--- src/rtl/pimsynth_shift_pkg.sv ---
// Shared constants and operand-pair type for the shift_l pipeline.
package pimsynth_shift_pkg;

  function automatic int clog2_f(input int value);
    int r;
    r = 0;
    while ((1 << r) < value) r++;
    return r;
  endfunction

  localparam int WIDTH       = 16;
  localparam int SHIFT_WIDTH = clog2_f(WIDTH);
  localparam int FIFO_DEPTH  = 2;
  localparam int OCC_WIDTH   = clog2_f(FIFO_DEPTH) + 1;

  typedef struct packed {
    logic [WIDTH-1:0] a;
    logic [WIDTH-1:0] b;
  } operand_pair_t;

endpackage

--- src/rtl/shift_l_nbit.sv ---
// Combinational logical left shift; vacated LSBs fill with zero.
module shift_l_nbit #(
  parameter int WIDTH       = 16,
  parameter int SHIFT_WIDTH = 4
) (
  input  logic [WIDTH-1:0]       a,
  input  logic [SHIFT_WIDTH-1:0] sh,
  output logic [WIDTH-1:0]       y
);
  assign y = a << sh;
endmodule

--- src/rtl/shift_l_operand_fifo.sv ---
// Generic valid/ready FIFO with occupancy count; DEPTH must be a power of two.
module shift_l_operand_fifo #(
  parameter int DEPTH  = 2,
  parameter int DATA_W = 32
) (
  input  logic                     clk,
  input  logic                     rst,
  input  logic                     push_valid,
  output logic                     push_ready,
  input  logic [DATA_W-1:0]        push_data,
  output logic                     pop_valid,
  input  logic                     pop_ready,
  output logic [DATA_W-1:0]        pop_data,
  output logic [$clog2(DEPTH):0]   occupancy
);
  localparam int PTR_W = $clog2(DEPTH);
  localparam int OCC_W = PTR_W + 1;

  logic [DATA_W-1:0] mem [DEPTH];
  logic [PTR_W-1:0]  wr_ptr;
  logic [PTR_W-1:0]  rd_ptr;
  logic              push;
  logic              pop;

  // Flags derive from registered occupancy only, so no path from pop_ready to push_ready.
  assign push_ready = (occupancy != OCC_W'(DEPTH));
  assign pop_valid  = (occupancy != '0);
  assign pop_data   = mem[rd_ptr];
  assign push       = push_valid && push_ready;
  assign pop        = pop_valid && pop_ready;

  always_ff @(posedge clk) begin
    if (push) mem[wr_ptr] <= push_data;
  end

  always_ff @(posedge clk or posedge rst) begin
    if (rst) begin
      wr_ptr    <= '0;
      rd_ptr    <= '0;
      occupancy <= '0;
    end else begin
      if (push) wr_ptr <= wr_ptr + PTR_W'(1);
      if (pop)  rd_ptr <= rd_ptr + PTR_W'(1);
      case ({push, pop})
        2'b10:   occupancy <= occupancy + OCC_W'(1);
        2'b01:   occupancy <= occupancy - OCC_W'(1);
        default: occupancy <= occupancy;
      endcase
    end
  end

endmodule

--- src/rtl/shift_l_pipe_int16.sv ---
// Elastic wrapper: 2-entry operand FIFO, shifter on the FIFO head, registered result stage.
// Define SHIFT_L_PIPE_OVF_EN to add the out_ovf overflow flag.
module shift_l_pipe_int16
  import pimsynth_shift_pkg::*;
(
  input  logic                 clk,
  input  logic                 rst,
  input  logic                 in_valid,
  output logic                 in_ready,
  input  logic [WIDTH-1:0]     in_a,
  input  logic [WIDTH-1:0]     in_b,
  output logic                 out_valid,
  input  logic                 out_ready,
  output logic [WIDTH-1:0]     out_y,
`ifdef SHIFT_L_PIPE_OVF_EN
  output logic                 out_ovf,
`endif
  output logic [OCC_WIDTH-1:0] occupancy
);
  operand_pair_t          in_pair;
  operand_pair_t          head;
  logic                   head_valid;
  logic                   out_free;
  logic                   load;
  logic [WIDTH-1:0]       shift_y;
  logic [SHIFT_WIDTH-1:0] head_sh;
  logic                   b_unused;

  assign in_pair.a = in_a;
  assign in_pair.b = in_b;
  assign out_free  = !out_valid || out_ready;
  assign load      = head_valid && out_free;
  assign head_sh   = head.b[SHIFT_WIDTH-1:0];
  assign b_unused  = ^head.b[WIDTH-1:SHIFT_WIDTH];

  shift_l_operand_fifo #(
    .DEPTH  (FIFO_DEPTH),
    .DATA_W ($bits(operand_pair_t))
  ) u_fifo (
    .clk        (clk),
    .rst        (rst),
    .push_valid (in_valid),
    .push_ready (in_ready),
    .push_data  (in_pair),
    .pop_valid  (head_valid),
    .pop_ready  (out_free),
    .pop_data   (head),
    .occupancy  (occupancy)
  );

  shift_l_nbit #(
    .WIDTH       (WIDTH),
    .SHIFT_WIDTH (SHIFT_WIDTH)
  ) u_shift (
    .a  (head.a),
    .sh (head_sh),
    .y  (shift_y)
  );

`ifdef SHIFT_L_PIPE_OVF_EN
  logic head_ovf;
  // The top sh bits of A are the ones pushed past the MSB.
  assign head_ovf = |(head.a & ~({WIDTH{1'b1}} >> head_sh));

  always_ff @(posedge clk or posedge rst) begin
    if (rst)       out_ovf <= 1'b0;
    else if (load) out_ovf <= head_ovf;
  end
`endif

  always_ff @(posedge clk or posedge rst) begin
    if (rst) begin
      out_valid <= 1'b0;
      out_y     <= '0;
    end else if (load) begin
      out_valid <= 1'b1;
      out_y     <= shift_y;
    end else if (out_ready) begin
      out_valid <= 1'b0;
    end
  end

endmodule

--- config.mk ---
export PLATFORM = sky130hd
export DESIGN_NAME = shift_l_pipe_int16
export DESIGN_NICKNAME = d
export VERILOG_FILES = /design/src/rtl/pimsynth_shift_pkg.sv /design/src/rtl/shift_l_nbit.sv /design/src/rtl/shift_l_operand_fifo.sv /design/src/rtl/shift_l_pipe_int16.sv
export SDC_FILE = /design/constraint.sdc
export NUM_CORES = 1
export LEC_CHECK = 0
export ABC_AREA = 1
export BUFFER_PORTS_ARGS = -buffer_cell sky130_fd_sc_hd__buf_2
export CORE_MARGIN = 1
export CORE_UTILIZATION = 55
export CTS_CLUSTER_DIAMETER = 30
export DETAILED_ROUTE_END_ITERATION = 7
export PLACE_DENSITY = 0.77
export SLEW_MARGIN = 30
export SYNTH_ARGS = -nofsm -noshare
export SYNTH_HDL_FRONTEND = slang
export SYNTH_HIERARCHICAL = 1
export SYNTH_SLANG_ARGS = --single-unit
--- constraint.sdc ---
create_clock -name clk -period 7.38 [get_ports clk]
set_input_delay 0.738 -clock clk [delete_from_list [all_inputs] [get_ports clk]]
set_output_delay 0.738 -clock clk [all_outputs]
set_load 0.01 [all_outputs]
## Word-level counts from Yosys, hierarchy flattened

Memories as Yosys holds them, arrays and structs flattened.
Index checks and enable logic that the tools add are counted.

| operators by class | value |
|---|---|
| bitwise operators | 0 |
| add/subtract/negate cells | 4 |
| equal/unequal tests | 3 |
| reductions and logical operators | 7 |
| shift-type cells | 1 |
| mux-type cells | 5 |
| div/mod/pow operators | 0 |
| magnitude comparators | 0 |
| multipliers | 0 |

Operators with widths:

| kind | count |
|---|---|
| 16-bit by 4-bit << shifter with 16-bit output | 1 |
| 2-bit nonzero test | 3 |
| 1-bit 2-to-1 mux | 4 |
| 2-bit case mux with 2 select lines | 1 |
| 1-bit adder (second input constant) | 2 |
| 2-bit by 1-bit adder with 2-bit output (second input constant) | 1 |
| 2-bit by 1-bit == test with 1-bit output (second input constant) | 1 |
| 2-bit == test (second input constant) | 1 |
| 1-bit logical AND | 2 |
| 2-bit != test (second input constant) | 1 |
| 2-bit by 1-bit subtractor with 2-bit output (second input constant) | 1 |
| 1-bit logical NOT | 1 |
| 1-bit logical OR | 1 |

| storage, ports and cells | value |
|---|---|
| input bits | 36 |
| memory bits (writable) | 64 |
| ROM bits | 0 |
| latch bits | 0 |
| flip-flop bits (word level) | 21 |
| logic and storage cells | 26 |
| memories kept | 1 |

Memories:

| memory | words | width | read ports | clocked after memory_dff | write ports | line | text |
|---|---|---|---|---|---|---|---|
| u_fifo.mem | 2 | 32 | 1 | 0 | 1 | shift_l_operand_fifo.sv:19 | `logic [DATA_W-1:0] mem [DEPTH];` |

## Longest topological paths before layout

| logic depth | value |
|---|---|
| word-level depth | 5 |
| depth in mapped cells | 16 |
| gate-level depth less buffers | 12 |

## Modules after synthesis

The synthesis kept the hierarchy.

By module, submodules not included:

| module | area an instance (um2) | instances | sequential area each (um2) | cells each |
|---|---|---|---|---|
| shift_l_operand_fifo | 2650.0 | 1 | 2021.9 | 199 |
| shift_l_pipe_int16 | 718.2 | 1 | 425.4 | 74 |
| shift_l_nbit | 691.9 | 1 | 0.0 | 151 |

## Worst setup path after synthesis

Ideal clock, no wire load.

| timing path | value |
|---|---|
| path type | input -> register |
| start point | in in_valid |
| end point | mem u_fifo.mem[1][0] (enable) |
| setup slack | 4803 ps |
| stages | 2 |
| buffers on the path | 0 |
| data required time | 6959 ps |
| data arrival time | 2156 ps |
| cells stage by stage | nand2_2 -> nor2_1 |

| on the way | value |
|---|---|
| cells in the longest elaborated chain, start to end | 3 |

Ends and longest elaborated chain:

| element | line | text |
|---|---|---|
| from (decl) | shift_l_pipe_int16.sv:8 | `input logic in_valid,` |
| 1-bit logical AND | shift_l_operand_fifo.sv:29 | `assign push = push_valid && push_ready;` |
| 1-bit 2-to-1 mux | shift_l_operand_fifo.sv:33 | `if (push) mem[wr_ptr] <= push_data;` |
| 1-bit 2-to-1 mux (not written as such) | shift_l_operand_fifo.sv:33 |  |
| to (decl) | shift_l_operand_fifo.sv:19 |  |

Every way passes these cells.

==> flow_summary.json <==
{
  "dieArea_sq_mm": 0.006110,
  "antenna_found_initial": 0,
  "ant_nets": 0,
  "synthesis.area_sq_mm": 0.003191,
  "maxCapViolations": 0,
  "cts_buffers": 9,
  "firstDrtPassIters": 4,
  "drc_errors": 0,
  "first_global_vias": 2126,
  "dp_hpwl_mm": 4.006,
  "worst-setup-path-type": "reg -> reg",
  "power_density_mw_per_mm2": 477.7,
  "skew_ns": 0.005696,
  "reg2reg_depth": 12,
  "row_count": 27,
  "die_y_um": 78.17,
  "cp.arrival_ns": 2.91,
  "vias": 2422,
  "clockBufferDepth": 2,
  "cts.reportedPaths.clkPinSlew_ns": 0.06,
  "ctsResizeCount": 0,
  "ios": 56,
  "min_path_type": "in -> async",
  "ys_warn_count": 6,
  "antennaDiodeCount": 0,
  "htree_levels": 3,
  "end_kind": "flop",
  "setup_viol": 0,
  "initial_core_util": 0.5759,
  "rsz0062_at_grt": "false",
  "grt_max_degree": 23,
  "cts.sinks": 61,
  "die_w_um": 78.17,
  "cts_tree": "yes",
  "drtIter0Drc": 182,
  "p_total_uw": 1685,
  "syn_area_per_cell_sq_um": 8.789,
  "syn-num-nets": 400,
  "wl_mm": 5.646,
  "port_buffers": 43,
  "n_fill_cell": 484,
  "min_period_ns": 2.638,
  "cts_hold_buf": 0,
  "grt_usage": 0.2086,
  "max_slew_margin": 0.4338,
  "max_freq_ghz": 0.3791,
  "layout-drive-gt1-share": 0.2134,
  "fin_tns_setup_ns": 0,
  "post_cts_buffers": 0,
  "finalHoldViolations": 0,
  "gr-total-overflow": 0,
  "tightest_slew_ns": 0.8493,
  "status": "finished, final reports clean",
  "slew_viol_final": 0,
  "wl_per_cell_um": 11.89,
  "syn-instance-count": 363,
  "insertion_delay_ns": 0.33,
  "irDropWorstVdd_v": 0.0002231,
  "routabilityCongestion": 0.8707,
  "viasPerCell": 5.099,
  "nets": 435,
  "cp.required_ns": 7.65,
  "start_kind": "flop",
  "grt_pass1_wl_mm": 9.439,
  "core_area_sq_mm": 0.005540,
  "ctsRootBufferMaster": "clkbuf_8",
  "worstPathMaxFanout": 22,
  "syn2layout_area_growth_pct": 10.59,
  "p_leak_uw": 0.001742,
  "period_share": 0.3575
}
[where the power goes]
group / total, uW / internal, uW / switching (uW)
Clock: 342 / 223 / 119
Sequential: 539 / 478 / 60.4
Combinational: 805 / 261 / 544
Total: 1690 / 962 / 723
[area by class of cell]
| cell class | count | area, sq um | share of cell area |
|---|---|---|---|
| clock inverters | 5 | 98.84 | 0.02801 |
| repair buffers | 44 | 222.7 | 0.06312 |
| well taps | 72 | 90.09 | 0.02553 |
| multi-input cells | 267 | 1190 | 0.3372 |
| inverters | 15 | 68.82 | 0.01950 |
| flip-flops and latches | 61 | 1727 | 0.4894 |
| clock buffers | 11 | 131.4 | 0.03723 |
[registers in the layout, summed over array words and instances (netlist names)]
register	flops
out_y	16
u_fifo/mem	40
u_fifo/occupancy	2
u_fifo/wr_ptr	1
out_valid	1
u_fifo/rd_ptr	1
[path summary, 6_finish.rpt]
path	from	endpoint	slack (ns)
worst min register to register	out_y[12]	out_y[12]	0.46
worst max-delay path	u_fifo/rd_ptr	out_y[15]	4.74
worst min-delay path	rst	u_fifo/rd_ptr	0.29
worst max register to register	u_fifo/rd_ptr	out_y[15]	4.74
max in group asynchronous	rst	out_y[15]	6.51
min in group clk	out_y[12]	out_y[12]	0.46
[worst max-delay path, stage by stage, from the launching register on]
cell and delay (ns):
dfrtp_1 0.90, inv_8 0.17, nand2_1 0.10, nand2_1 0.36
inv_6 0.30, nand2_1 0.11, nand3_1 0.13, nand3_1 0.11
nand2_1 0.09, nand2_1 0.05, nand2_1 0.09, nand3_1 0.07
nand2_1 0.08
[cell usage in the layout, fill, tap and decap left out, types with 2 or more instances in the layout]
cell / count
dfrtp_1: 21
edfxtp_1: 40
nor2_1: 6
inv_1: 9
clkbuf_8: 9
nand2_2: 21
nand4_1: 3
clkinv_1: 2
nand2_1: 166
nand3_1: 62
nor3_1: 2
bufinv_16: 3
buf_2: 43
inv_2: 3
clkbuf_1: 2
[routing by layer]
| layer | vias to the layer above | share of wire | GRT usage |
|---|---|---|---|
| met2 | 78 | 0.46 | 0.3281 |
| met4 | 0 | 0.022 | 0.1167 |
| met5 | - | 0 | 0 |
| li1 | 1255 | - | - |
| met3 | 11 | 0.054 | 0.04535 |
| met1 | 1078 | 0.46 | 0.2685 |
[stage by stage]
stage               setup WS (ns)  cell area (sq um)  hold slack, ns  cells  utilization
floorplan                   5.324               3191          0.4419    363            -
global placement            4.804               3298          0.4495    459       0.5953
detailed placement          4.750               3298          0.4537    459       0.5953
CTS                         4.726               3528          0.2803    475       0.6369
global route                4.456               3528          0.2888    475       0.6369
finish                      4.742               3528          0.2899    475       0.6369
Note: power is estimated with default switching activity, not from simulation.
